**config.mk**
```make
export PLATFORM = sky130hd
export DESIGN_NAME = sp_ram_bist
export DESIGN_NICKNAME = d
export VERILOG_FILES = /design/src/rtl/sp_ram_bist_pkg.sv /design/src/rtl/sp_ram_bist_rd_pipe.sv /design/src/rtl/sp_ram_bist.sv
export SDC_FILE = /design/constraint.sdc
export NUM_CORES = 1
export LEC_CHECK = 0
export ABC_AREA = 1
export CAP_MARGIN = 10
export CELL_PAD_IN_SITES_DETAIL_PLACEMENT = 2
export CELL_PAD_IN_SITES_GLOBAL_PLACEMENT = 2
export CORE_ASPECT_RATIO = 1.2
export CORE_MARGIN = 4
export CORE_UTILIZATION = 29
export DETAILED_ROUTE_END_ITERATION = 12
export PLACE_DENSITY_LB_ADDON = 0.1
export SLEW_MARGIN = 40
export SYNTH_ARGS = -nofsm -noshare
export SYNTH_HDL_FRONTEND = slang
export SYNTH_SLANG_ARGS = --single-unit
```
**constraint.sdc**
```tcl
create_clock -name clk -period 1.5 [get_ports clk]
set_input_delay 0.3 -clock clk [delete_from_list [all_inputs] [get_ports clk]]
set_output_delay 0.3 -clock clk [all_outputs]
set_load 0.03 [all_outputs]
```
**src/rtl/sp_ram_bist_pkg.sv**
```systemverilog
// Shared types for the sp_ram March BIST: controller states and march phase codes.
package sp_ram_bist_pkg;

    typedef enum logic [2:0] {
        IDLE  = 3'd0,
        W0_UP = 3'd1,
        RW_UP = 3'd2,
        RW_DN = 3'd3,
        R_DN  = 3'd4,
        DRAIN = 3'd5,
        DONE  = 3'd6
    } state_t;

    localparam logic [1:0] PH_NONE  = 2'd0;
    localparam logic [1:0] PH_RW_UP = 2'd1;
    localparam logic [1:0] PH_RW_DN = 2'd2;
    localparam logic [1:0] PH_R_DN  = 2'd3;

endpackage

```
**src/rtl/sp_ram_bist_rd_pipe.sv**
```systemverilog
// Delay line that carries read context {valid, exp, addr, phase} alongside
// the RAM read latency so it arrives together with the returned dout.
module bist_rd_pipe #(
    parameter int WIDTH  = 8,
    parameter int ADDR   = 4,
    parameter int RD_LAT = 1
) (
    input  logic             clk,
    input  logic             rst,
    input  logic             in_v,
    input  logic [WIDTH-1:0] in_exp,
    input  logic [ADDR-1:0]  in_addr,
    input  logic [1:0]       in_phase,
    output logic             out_v,
    output logic [WIDTH-1:0] out_exp,
    output logic [ADDR-1:0]  out_addr,
    output logic [1:0]       out_phase
);

    logic             v_q     [RD_LAT];
    logic [WIDTH-1:0] exp_q   [RD_LAT];
    logic [ADDR-1:0]  addr_q  [RD_LAT];
    logic [1:0]       phase_q [RD_LAT];

    // Valid bits are cleared by reset so a reset mid-run leaves no stale compares.
    always_ff @(posedge clk) begin
        if (rst) begin
            for (int i = 0; i < RD_LAT; i++) v_q[i] <= 1'b0;
        end else begin
            v_q[0] <= in_v;
            for (int i = 1; i < RD_LAT; i++) v_q[i] <= v_q[i-1];
        end
    end

    // Payload shifts unconditionally; it is only meaningful where valid is set.
    always_ff @(posedge clk) begin
        exp_q[0]   <= in_exp;
        addr_q[0]  <= in_addr;
        phase_q[0] <= in_phase;
        for (int i = 1; i < RD_LAT; i++) begin
            exp_q[i]   <= exp_q[i-1];
            addr_q[i]  <= addr_q[i-1];
            phase_q[i] <= phase_q[i-1];
        end
    end

    assign out_v     = v_q[RD_LAT-1];
    assign out_exp   = exp_q[RD_LAT-1];
    assign out_addr  = addr_q[RD_LAT-1];
    assign out_phase = phase_q[RD_LAT-1];

endmodule

```
**src/rtl/sp_ram_bist.sv**
```systemverilog
// March BIST initiator for sp_ram: W0 up, R/W up, R/W down, R down, then drain
// outstanding reads. Captures the first mismatch and aborts into DRAIN on it.
import sp_ram_bist_pkg::*;

module sp_ram_bist #(
    parameter int               WIDTH  = 8,
    parameter int               ADDR   = 4,
    parameter int               RD_LAT = 1,
    parameter logic [WIDTH-1:0] PAT    = {WIDTH/2{2'b01}}
) (
    input  logic             clk,
    input  logic             rst,
    input  logic             start,
    output logic             busy,
    output logic             done,
    output logic             pass,
    output logic [ADDR-1:0]  fail_addr,
    output logic [WIDTH-1:0] fail_data,
    output logic [1:0]       fail_phase,
    output logic             mem_we,
    output logic [ADDR-1:0]  mem_addr,
    output logic [WIDTH-1:0] mem_din,
    input  logic [WIDTH-1:0] mem_dout
);

    localparam int              CW     = (RD_LAT > 1) ? $clog2(RD_LAT) : 1;
    localparam logic [ADDR-1:0] A_LAST = '1;
    localparam logic [CW-1:0]   C_LAST = CW'(RD_LAT - 1);

    state_t           state;
    logic             rw_wr;      // in RW elements: current op is the write half
    logic [CW-1:0]    drain_cnt;
    logic             fail_seen;
    logic             iss_v;      // current mem op is a read to be checked
    logic [WIDTH-1:0] iss_exp;
    logic [1:0]       iss_phase;

    logic             cmp_v;
    logic [WIDTH-1:0] cmp_exp;
    logic [ADDR-1:0]  cmp_addr;
    logic [1:0]       cmp_phase;
    logic             mismatch;

    bist_rd_pipe #(.WIDTH(WIDTH), .ADDR(ADDR), .RD_LAT(RD_LAT)) u_rd_pipe (
        .clk       (clk),
        .rst       (rst),
        .in_v      (iss_v),
        .in_exp    (iss_exp),
        .in_addr   (mem_addr),
        .in_phase  (iss_phase),
        .out_v     (cmp_v),
        .out_exp   (cmp_exp),
        .out_addr  (cmp_addr),
        .out_phase (cmp_phase)
    );

    assign mismatch = cmp_v && (mem_dout != cmp_exp);

    // Main controller: sequences the march elements, drives the RAM port, captures first failure.
    always_ff @(posedge clk) begin
        if (rst) begin
            state      <= IDLE;
            busy       <= 1'b0;
            done       <= 1'b0;
            pass       <= 1'b0;
            fail_addr  <= '0;
            fail_data  <= '0;
            fail_phase <= PH_NONE;
            mem_we     <= 1'b0;
            mem_addr   <= '0;
            mem_din    <= '0;
            rw_wr      <= 1'b0;
            drain_cnt  <= '0;
            fail_seen  <= 1'b0;
            iss_v      <= 1'b0;
            iss_exp    <= '0;
            iss_phase  <= PH_NONE;
        end else begin
            // Default to an idle RAM cycle; each state overrides for its next op.
            mem_we  <= 1'b0;
            mem_din <= '0;
            iss_v   <= 1'b0;

            case (state)
                IDLE, DONE: begin
                    if (start) begin
                        state      <= W0_UP;
                        busy       <= 1'b1;
                        done       <= 1'b0;
                        pass       <= 1'b0;
                        fail_seen  <= 1'b0;
                        fail_addr  <= '0;
                        fail_data  <= '0;
                        fail_phase <= PH_NONE;
                        mem_addr   <= '0;
                        mem_we     <= 1'b1;
                        mem_din    <= PAT;
                    end
                end
                W0_UP: begin
                    if (mem_addr == A_LAST) begin
                        state     <= RW_UP;
                        mem_addr  <= '0;
                        rw_wr     <= 1'b0;
                        iss_v     <= 1'b1;
                        iss_exp   <= PAT;
                        iss_phase <= PH_RW_UP;
                    end else begin
                        mem_addr <= mem_addr + 1'b1;
                        mem_we   <= 1'b1;
                        mem_din  <= PAT;
                    end
                end
                RW_UP: begin
                    if (!rw_wr) begin
                        rw_wr   <= 1'b1;
                        mem_we  <= 1'b1;
                        mem_din <= ~PAT;
                    end else if (mem_addr == A_LAST) begin
                        state     <= RW_DN;
                        rw_wr     <= 1'b0;
                        iss_v     <= 1'b1;
                        iss_exp   <= ~PAT;
                        iss_phase <= PH_RW_DN;
                    end else begin
                        mem_addr  <= mem_addr + 1'b1;
                        rw_wr     <= 1'b0;
                        iss_v     <= 1'b1;
                        iss_exp   <= PAT;
                        iss_phase <= PH_RW_UP;
                    end
                end
                RW_DN: begin
                    if (!rw_wr) begin
                        rw_wr   <= 1'b1;
                        mem_we  <= 1'b1;
                        mem_din <= PAT;
                    end else if (mem_addr == '0) begin
                        state     <= R_DN;
                        mem_addr  <= A_LAST;
                        rw_wr     <= 1'b0;
                        iss_v     <= 1'b1;
                        iss_exp   <= PAT;
                        iss_phase <= PH_R_DN;
                    end else begin
                        mem_addr  <= mem_addr - 1'b1;
                        rw_wr     <= 1'b0;
                        iss_v     <= 1'b1;
                        iss_exp   <= ~PAT;
                        iss_phase <= PH_RW_DN;
                    end
                end
                R_DN: begin
                    if (mem_addr == '0) begin
                        state     <= DRAIN;
                        drain_cnt <= '0;
                    end else begin
                        mem_addr  <= mem_addr - 1'b1;
                        iss_v     <= 1'b1;
                        iss_exp   <= PAT;
                        iss_phase <= PH_R_DN;
                    end
                end
                DRAIN: begin
                    if (drain_cnt == C_LAST) begin
                        state <= DONE;
                        busy  <= 1'b0;
                        done  <= 1'b1;
                        pass  <= !(fail_seen || mismatch);
                    end else begin
                        drain_cnt <= drain_cnt + 1'b1;
                    end
                end
                default: state <= IDLE;
            endcase

            // First mismatch wins; it also cancels any op chosen above and heads to DRAIN.
            if (mismatch && !fail_seen) begin
                fail_seen  <= 1'b1;
                fail_addr  <= cmp_addr;
                fail_data  <= mem_dout;
                fail_phase <= cmp_phase;
                if (state != DRAIN) begin
                    state     <= DRAIN;
                    drain_cnt <= '0;
                    mem_we    <= 1'b0;
                    mem_din   <= '0;
                    iss_v     <= 1'b0;
                end
            end
        end
    end

endmodule

```
==> results of run 1 <==
## per-layer routing
metal	global-route usage, %	up-vias	share of wire, %
met2	35.29	26	57
met5	0	-	0
met3	2.383	6	2.3
li1	-	1126	-
met4	3.728	0	1.0
met1	21.27	1164	40
## sequential cells by signal, summed over array words and instances (netlist names), 3 cells and up
signal            cells
fail_addr             4
state                 3
fail_data             8
u_rd_pipe.addr_q      4
mem_addr              4
## final cells by class
| cell class | instances | share of cell area (%) |
|---|---|---|
| clock buffer | 7 | 3.292 |
| clock inverter | 1 | 0.2680 |
| inverter | 31 | 3.867 |
| multi-input combinational | 202 | 38.55 |
| sequential | 44 | 27.37 |
| tap | 90 | 3.446 |
| timing repair buffer | 88 | 23.20 |
## cells by family after synthesis
group / after synthesis / synth area share, %
buffers and inverters: 47 / 10.26
flip-flops: 44 / 39.91
XOR/XNOR: 3 / 1.191
AND/OR/NAND/NOR: 153 / 36.28
AO/OA/AOI/OAI: 42 / 10.09
adder cells (fa/ha/maj): 4 / 2.268
## how the worst max path moves through the flow
stage | to | start | slack (ns)
final | mem_din[1] | mem_din[5] | 0.04
after CTS | iss_exp[5] | mem_addr[0] | 0.003
after floorplan | iss_exp[5] | mem_addr[1] | 0.02
after detailed placement | mem_din[6] | mem_dout[4] | -0.38
after global routing | iss_exp[5] | state[2] | -0.03
after global placement | state[2] | mem_dout[5] | -0.26
## what timing repair did
action | 4_1_cts | 5_1_grt
setup buffers | 2 | 1
setup endpoints to repair | 45 | 33
resized for setup | 57 | 41
pin swaps | 3 | 12
## placed cells by master, fill, tap and decap left out, types with 5 or more instances in the layout
| cell type | n |
|---|---|
| buf_4 | 46 |
| nand2_1 | 43 |
| dfxtp_1 | 37 |
| dlygate4sd2_1 | 27 |
| nand3_1 | 26 |
| a21oi_1 | 22 |
| nor2_1 | 21 |
| nand4_1 | 18 |
| inv_1 | 17 |
| nand2_2 | 9 |
| inv_2 | 8 |
| nor2_2 | 7 |
| nand2_4 | 7 |
| dlymetal6s2s_1 | 7 |
| nand3_2 | 6 |
| nor2_4 | 6 |
| o21ai_1 | 6 |
| clkbuf_8 | 6 |
| nand3_4 | 5 |
| o21ai_0 | 5 |
| a21oi_2 | 5 |
| dfxtp_2 | 5 |
## report_power, final
| part | internal, uW | total, uW | switching (uW) |
|---|---|---|---|
| logic | 197 | 485 | 288 |
| clock network | 478 | 905 | 427 |
| registers | 1210 | 1260 | 40.5 |
| total | 1890 | 2650 | 756 |
## stage by stage
step,setup slack (ns),total power (uW)
floorplan,0.02373,1518
global placement,-0.2567,1714
detailed placement,-0.3811,1733
CTS,0.003103,2667
global route,-0.02756,2781
finish,0.04179,2646
==> flow_summary_export.csv, run 1 <==
group,metric,value,unit
outcome,status,"finished, final reports clean",
yosys,synthDistinctLibCells,30,
place,port-buffer-count,40,
timing,final_max_slew_viol_count,0,
die,dieArea,0.009076,mm2
global_route,grt_usage,18.50,%
yosys,yosysTopAreaCellShare,39.91,%
detailed_routing,drt_iter0_drc,42,
pwr,powerDensity,809.6,mW/mm2
clocking,clk_latency,0.30,ns
setup_path,worst_r2r_path_depth,9,
yosys,ys_warn_count,0,
setup_path,critPathMaxStageDelay,0.44,ns
pwr,ir_drop,317.8,uV
yosys,syn_nets,308,
setup_path,worstPathArrival,1.16,ns
min_path,hold_end,"fail_data[7]",
timing,finalSetupViolCount,0,
cells_and_area,multi_input_area,0.001260,mm2
yosys,synthTopCellsByArea,"dfxtp_1 (40%), nand2_1 (8.3%), nand3_1 (6.6%)",
place,gp_congestion,0.8489,
die,die_x,87.64,um
detailed_routing,drcViolationCount,0,
setup_path,path_depth,1,
setup_path,cp_slowest_cell,"dlygate4sd2_1",
die,core,0.007317,mm2
cells_and_area,area_growth,48.07,%
min_path,hp-class,"input port to flip-flop",
timing,tightest_slew,0.3703,ns
yosys,yosysTopAreaCell,"dfxtp_1",
place,dpl.hpwl,6401,um
yosys,synth_async_sr_flop_share,0,%
timing,period_needed,1.458,ns
yosys,ys_seq_area_share,39.91,%
cells_and_area,final_core_utilization,44.66,%
setup_path,start_kind,"flip-flop",
setup_path,rr_startpoint,"mem_addr[0]",
timing,final.setup.tns,0,ns
cells_and_area,final_cells,463,
die,rows,34,
clocking,clock_path_buffers,2,
pwr,p_leak,0.001619,uW
setup_path,critPathTopFamily,"buffers and inverters",
cells_and_area,regArea,894.6,um2
clocking,cts_sinks,44,
clocking,path_clk_slew,0.09,ns
cells_and_area,nets,387,
detailed_routing,via_count,2322,
global_route,grt.overflow.total,0,
setup_path,crit_chain,"dlygate4sd2_1",
timing,period_share,97.21,%
timing,rsz0062_at_grt,"yes",
timing,timing.slew.headroom,75.28,%
die,start_util,30.16,%
global_route,grt_max_degree,18,
yosys,synth_most_common_cell,"nand2_1",
die,die_y,103.6,um
place,place_area,0.002967,mm2
setup_path,crit_type,"flip-flop to primary output",
setup_path,crit_fanout,4,
yosys,netlist_top_cells_count,"nand2_1 (49), dfxtp_1 (44), nand3_1 (29)",
global_route,grt_pass1_wl,13350,um
detailed_routing,routed_wl,8166,um
setup_path,end_kind,"primary output",
timing,fin_worst_skew,0.004832,ns
clocking,cts-root-buf,"clkbuf_8",
global_route,antenna_found_initial,0,
clocking,htree_levels,2,
clocking,cts_hold_buf,0,
cells_and_area,diodes,0,
min_path,holdCritStartpoint,"mem_dout[7]",
detailed_routing,ant_nets,0,
setup_path,required,1.20,ns
cells_and_area,fin_area,0.003268,mm2
setup_path,cp_num_buf_inv,1,
job,drv_cap,0,
yosys,ys_ff_latch,44,
min_path,worstHoldPathCells,3,
yosys,synth_edf_count,0,
yosys,syn_area,0.002207,mm2
detailed_routing,wl_per_cell,17.64,um
detailed_routing,viasPerCell,5.015,
clocking,cts_tree,"done",
timing,timing_hold_violations_final,0,
cells_and_area,drive_gt1_share,34.32,%
setup_path,worstReg2RegEnd,"mem_addr[2]",
die,ios,41,
timing,holdWs,0.3473,ns
yosys,syn_avg_cell_area,7.533,um2
place,dp.cells,452,
yosys,synthFlopType,"dfxtp_1",
setup_path,reg2reg_slack,0.06,ns
clocking,cts_buffers,5,
timing,clock.fmax,685.8,MHz
yosys,syn-instance-count,293,
detailed_routing,first_pass_iters,4,
global_route,first_global_vias,2572,
cells_and_area,fillers,830,
(Power assumes the default switching activity.)
==> run 2, diff against run 1 <==
Settings changed: RECOVER_POWER set to 100, SETUP_SLACK_MARGIN set to 0.15.
==> flow_summary_export.csv, run 2 (synthesis results as in run 1) <==
group,metric,value,unit
timing,period_share,105.5,%
die,start_util,30.16,%
setup_path,worst_r2r_path_depth,9,
cells_and_area,regArea,905.9,um2
global_route,first_global_vias,2495,
setup_path,reg2reg_slack,-0.08,ns
global_route,grt_max_degree,16,
setup_path,required,1.69,ns
clocking,path_clk_slew,0.09,ns
timing,tightest_slew,0.3488,ns
cells_and_area,area_growth,51.36,%
detailed_routing,wl_per_cell,18.47,um
cells_and_area,final_cells,458,
place,gp_congestion,0.7686,
min_path,hold_end,"u_rd_pipe.phase_q[0][0]",
setup_path,cp_num_buf_inv,2,
timing,fin_worst_skew,0.003532,ns
die,die_y,103.6,um
detailed_routing,first_pass_iters,4,
clocking,htree_levels,2,
place,dp.cells,433,
place,place_area,0.002839,mm2
detailed_routing,viasPerCell,5.037,
global_route,grt.overflow.total,0,
outcome,status,"finished with violations",
place,dpl.hpwl,5628,um
timing,timing_hold_violations_final,0,
detailed_routing,drcViolationCount,0,
detailed_routing,routed_wl,8458,um
global_route,grt_usage,17.89,%
clocking,cts_tree,"done",
detailed_routing,drt_iter0_drc,32,
min_path,holdCritStartpoint,"iss_phase[0]",
clocking,cts_sinks,44,
pwr,powerDensity,799.4,mW/mm2
die,core,0.007317,mm2
outcome,violations,"setup timing",
global_route,grt_pass1_wl,12700,um
die,die_x,87.64,um
setup_path,start_kind,"flip-flop",
die,ios,41,
place,port-buffer-count,40,
clocking,clock_path_buffers,2,
detailed_routing,ant_nets,0,
cells_and_area,nets,382,
cells_and_area,multi_input_area,0.001361,mm2
job,drv_cap,0,
setup_path,crit_chain,"buf_12 > clkinv_8 > ha_4 > nand3_4 > nor2_4 > nor2_4 > nand4_1 > nor2_1 > nor2_1",
timing,timing.slew.headroom,76.72,%
timing,holdWs,0.3617,ns
setup_path,worstPathArrival,1.77,ns
cells_and_area,largest_reg_flops,8,
clocking,cts_buffers,5,
detailed_routing,via_count,2307,
timing,final_max_slew_viol_count,0,
setup_path,critPathTopFamily,"simple AND/OR/NAND/NOR gates",
cells_and_area,final_core_utilization,45.66,%
min_path,hp-class,"flip-flop to flip-flop",
cells_and_area,diodes,0,
setup_path,cp_slowest_cell,"dfxtp_4",
min_path,worstHoldPathCells,0,
setup_path,end_kind,"flip-flop",
timing,clock.fmax,631.9,MHz
clocking,clk_latency,0.30,ns
setup_path,rr_startpoint,"mem_addr[1]",
setup_path,crit_type,"flip-flop to flip-flop",
pwr,ir_drop,531.3,uV
die,rows,34,
timing,finalSetupViolCount,7,
setup_path,crit_fanout,4,
pwr,p_leak,0.001501,uW
die,dieArea,0.009076,mm2
setup_path,critPathMaxStageDelay,0.38,ns
clocking,cts_hold_buf,0,
cells_and_area,fillers,822,
timing,rsz0062_at_grt,"yes",
cells_and_area,final_cell_mix,"nand2_1 (36), dfxtp_1 (36), buf_4 (33)",
timing,layout_setup_ws,-0.08253,ns
setup_path,worstReg2RegEnd,"iss_exp[6]",
cells_and_area,regMostFlops,"fail_data",
global_route,antenna_found_initial,0,
clocking,cts-root-buf,"clkbuf_8",
cells_and_area,drive_gt1_share,44.84,%
timing,period_needed,1.583,ns
cells_and_area,fin_area,0.003341,mm2
[run 2: cell count changes in the layout (fill, tap and decap cells not counted), sizes merged, moves of 2 or more]
cell	before	now
buf	48	45
dlygate4sd2	27	8
clkdlybuf4s15	2	13
clkbuf	8	21
clkinvlp	0	2
dlymetal6s2s	7	0
[run 2: area by class of cell]
cell class / count / area share [%]
clock inverters: 2 / 0.4869
multi-input cells: 202 / 40.75
well taps: 90 / 3.371
clock buffers: 6 / 2.809
flip-flops and latches: 44 / 27.12
repair buffers: 83 / 21.27
inverters: 31 / 4.195
[run 2: worst reg2reg max path, stage by stage (launching register included)]
cell and delay [ns]:
dfxtp_4 0.38, buf_12 0.12, clkinv_8 0.05, ha_4 0.17, nand3_4 0.15, nor2_4 0.07, nor2_4 0.10, nand4_1 0.14
nor2_1 0.21, nor2_1 0.08
[run 2: repair_timing]
| item | in CTS | in global routing |
|---|---|---|
| setup buffers | 8 | 8 |
| resized for setup | 134 | 56 |
| pin swaps | 21 | 24 |
| gates cloned | 0 | 1 |
| endpoints found under the setup margin | 62 | 51 |
[run 2: how the worst max path moves through the flow]
stage	from	depth (start not counted)	to
2_1_floorplan	mem_addr[0]	8	iss_exp[5]
3_3_place_gp	mem_dout[6]	9	mem_din[5]
3_5_place_dp	mem_dout[4]	9	mem_din[5]
4_1_cts	mem_addr[1]	10	state[0]
5_1_grt	mem_addr[1]	10	mem_addr[0]
6_report	mem_addr[1]	9	iss_exp[6]
[run 2: power by group]
| part | internal (uW) | switching [uW] | leakage (uW) |
|---|---|---|---|
| sequential | 1210 | 39.8 | 0.000363 |
| combinational | 219 | 317 | 0.00109 |
| clock | 435 | 449 | 0.0000530 |
[run 2: through the flow]
stage / setup TNS, ns / total power, uW / worst slack [ns]
global route: -1.061 / 2789 / -0.1668
global placement: -4.171 / 1687 / -0.3764
floorplan: 0 / 1519 / 0.1334
detailed placement: -5.794 / 1698 / -0.4298
CTS: -0.005574 / 2637 / -0.005574
finish: -0.2862 / 2670 / -0.08253
[run 2: layer usage]
| layer | up-vias | global-route usage (%) | share of wire, % |
|---|---|---|---|
| li1 | 1119 | - | - |
| met1 | 1147 | 20.28 | 39 |
| met2 | 32 | 33.94 | 57 |
| met3 | 9 | 2.462 | 2.8 |
| met4 | 0 | 4.386 | 1.6 |
| met5 | - | 0 | 0 |
==> run 3, diff against run 2 <==
Settings changed: RECOVER_POWER 100 to not set, TNS_END_PERCENT set to 20.
==> flow_summary_export.csv, run 3 (synthesis results as in run 1) <==
group,metric,value,unit
clocking,cts_buffers,5,
pwr,switching_share,29.85,%
setup_path,crit_chain,"inv_4 > ha_4 > nand3_4 > nor2_4 > nor2_4 > nand4_1 > nor2_1 > nor2_1",
cells_and_area,final_core_utilization,44.08,%
setup_path,crit_type,"flip-flop to flip-flop",
pwr,clkPwrFrac,34.0,%
cells_and_area,regMostFlops,"fail_data",
place,place_area,0.002923,mm2
setup_path,required,1.69,ns
die,rows,34,
clocking,clk_latency,0.30,ns
setup_path,start_kind,"flip-flop",
die,dieArea,0.009076,mm2
pwr,cellInternalPower,1842,uW
clocking,htree_levels,2,
detailed_routing,wl_per_cell,17.26,um
detailed_routing,first_pass_iters,4,
detailed_routing,ant_nets,0,
die,core,0.007317,mm2
pwr,seqPwrFrac,47.9,%
timing,holdWs,0.3661,ns
setup_path,worstPathArrival,1.62,ns
cells_and_area,drive_gt1_share,37.84,%
timing,period_needed,1.422,ns
global_route,grt.overflow.total,0,
die,ios,41,
global_route,grt_pass1_wl,12610,um
detailed_routing,drt_iter0_drc,34,
setup_path,end_kind,"flip-flop",
cells_and_area,largest_reg_flops,8,
timing,timing_hold_violations_final,0,
setup_path,crit_fanout,5,
timing,clock.fmax,703.4,MHz
pwr,ir_drop,474.9,uV
global_route,antenna_found_initial,0,
job,drv_cap,0,
cells_and_area,area_growth,46.14,%
place,port-buffer-count,40,
die,die_y,103.6,um
clocking,cts_tree,"done",
cells_and_area,diodes,0,
detailed_routing,viasPerCell,4.915,
clocking,cts_sinks,44,
cells_and_area,final_cells,460,
timing,finalSetupViolCount,0,
global_route,grt_max_degree,17,
clocking,cts_hold_buf,0,
min_path,hp-class,"flip-flop to flip-flop",
timing,final_max_slew_viol_count,0,
pwr,comb_power_share,18.2,%
timing,fin_worst_skew,0.005980,ns
setup_path,cp_slowest_cell,"dfxtp_4",
pwr,powerDensity,813.9,mW/mm2
clocking,cts-root-buf,"clkbuf_8",
pwr,switching_power,783.8,uW
outcome,status,"finished, final reports clean",
timing,period_share,94.78,%
die,die_x,87.64,um
timing,tightest_slew,0.3738,ns
clocking,clock_path_buffers,2,
timing,rsz0062_at_grt,"yes",
cells_and_area,nets,384,
detailed_routing,drcViolationCount,0,
die,start_util,30.16,%
setup_path,critPathMaxStageDelay,0.42,ns
setup_path,cp_num_buf_inv,1,
global_route,grt_usage,17.50,%
pwr,total_power,2625,uW
global_route,first_global_vias,2461,
place,dpl.hpwl,5850,um
place,gp_congestion,0.8355,
pwr,p_leak,0.001446,uW
cells_and_area,fin_area,0.003226,mm2
place,dp.cells,446,
clocking,path_clk_slew,0.09,ns
detailed_routing,routed_wl,7941,um
cells_and_area,final_common_cell,"buf_4",
setup_path,critPathTopFamily,"simple AND/OR/NAND/NOR gates",
timing,timing.slew.headroom,75.04,%
cells_and_area,final_cell_mix,"buf_4 (45), dfxtp_1 (37), nand2_1 (36)",
detailed_routing,via_count,2261,
[run 3: cell types whose count changed in the layout (fill, tap and decap cells not counted), moves of 4 or more]
cell and change:
clkbuf_2 -14, buf_4 +12, clkdlybuf4s15_1 +8, nand2_2 +7
nand2_4 -7, buf_6 -6, buf_2 +5, o21ai_0 +5
o21ai_2 -4
[run 3: path summary, 6_finish.rpt]
path | startpoint | end | slack [ns] | cells past startpoint
setup / recovery | mem_addr[0] | iss_exp[6] | 0.08 | 8
hold / removal | iss_exp[5] | u_rd_pipe.exp_q[0][5] | 0.37 | 0
setup reg to reg | mem_addr[0] | iss_exp[6] | 0.08 | 8
hold reg to reg | iss_exp[5] | u_rd_pipe.exp_q[0][5] | 0.37 | 0
[run 3: power by group through the flow]
stage	registers (uW)	logic, uW	clock network (uW)
floorplan	1290	224	0
global placement	1280	423	0
detailed placement	1280	432	0
CTS	1260	441	927
global route	1260	519	973
finish	1260	477	892
[run 3: area by class of cell]
class,instances,area (um2)
fill,839,4091
multi-input combinational,202,1282
tap,90,112.6
clock inverter,2,16.27
inverter,31,126.4
timing repair buffer,85,691.9
clock buffer,6,93.84
sequential,44,902.1
[run 3: timing repair]
item                                   CTS  global route
pin swaps                                4            10
gates resized for setup                111            37
buffers inserted                         1             5
setup endpoints to repair               64            50
endpoints found under the hold margin    0             0
[run 3: metrics by stage]
| step | worst slack (ns) | TNS [ns] |
|---|---|---|
| 4_1_cts | -0.03579 | -0.03824 |
| 3_5_place_dp | -0.3546 | -6.968 |
| 2_1_floorplan | 0.1334 | 0 |
| 5_1_grt | -0.01990 | -0.02481 |
| 6_report | 0.07835 | 0 |
| 3_3_place_gp | -0.2868 | -5.827 |
[run 3: routing by layer]
| metal | up-vias | global-route usage, % | wire [um] |
|---|---|---|---|
| met5 | - | 0 | 0 |
| li1 | 1113 | - | - |
| met4 | 0 | 5.263 | 112 |
| met2 | 28 | 31.84 | 4368 |
| met1 | 1112 | 20.47 | 3265 |
| met3 | 8 | 2.701 | 194 |
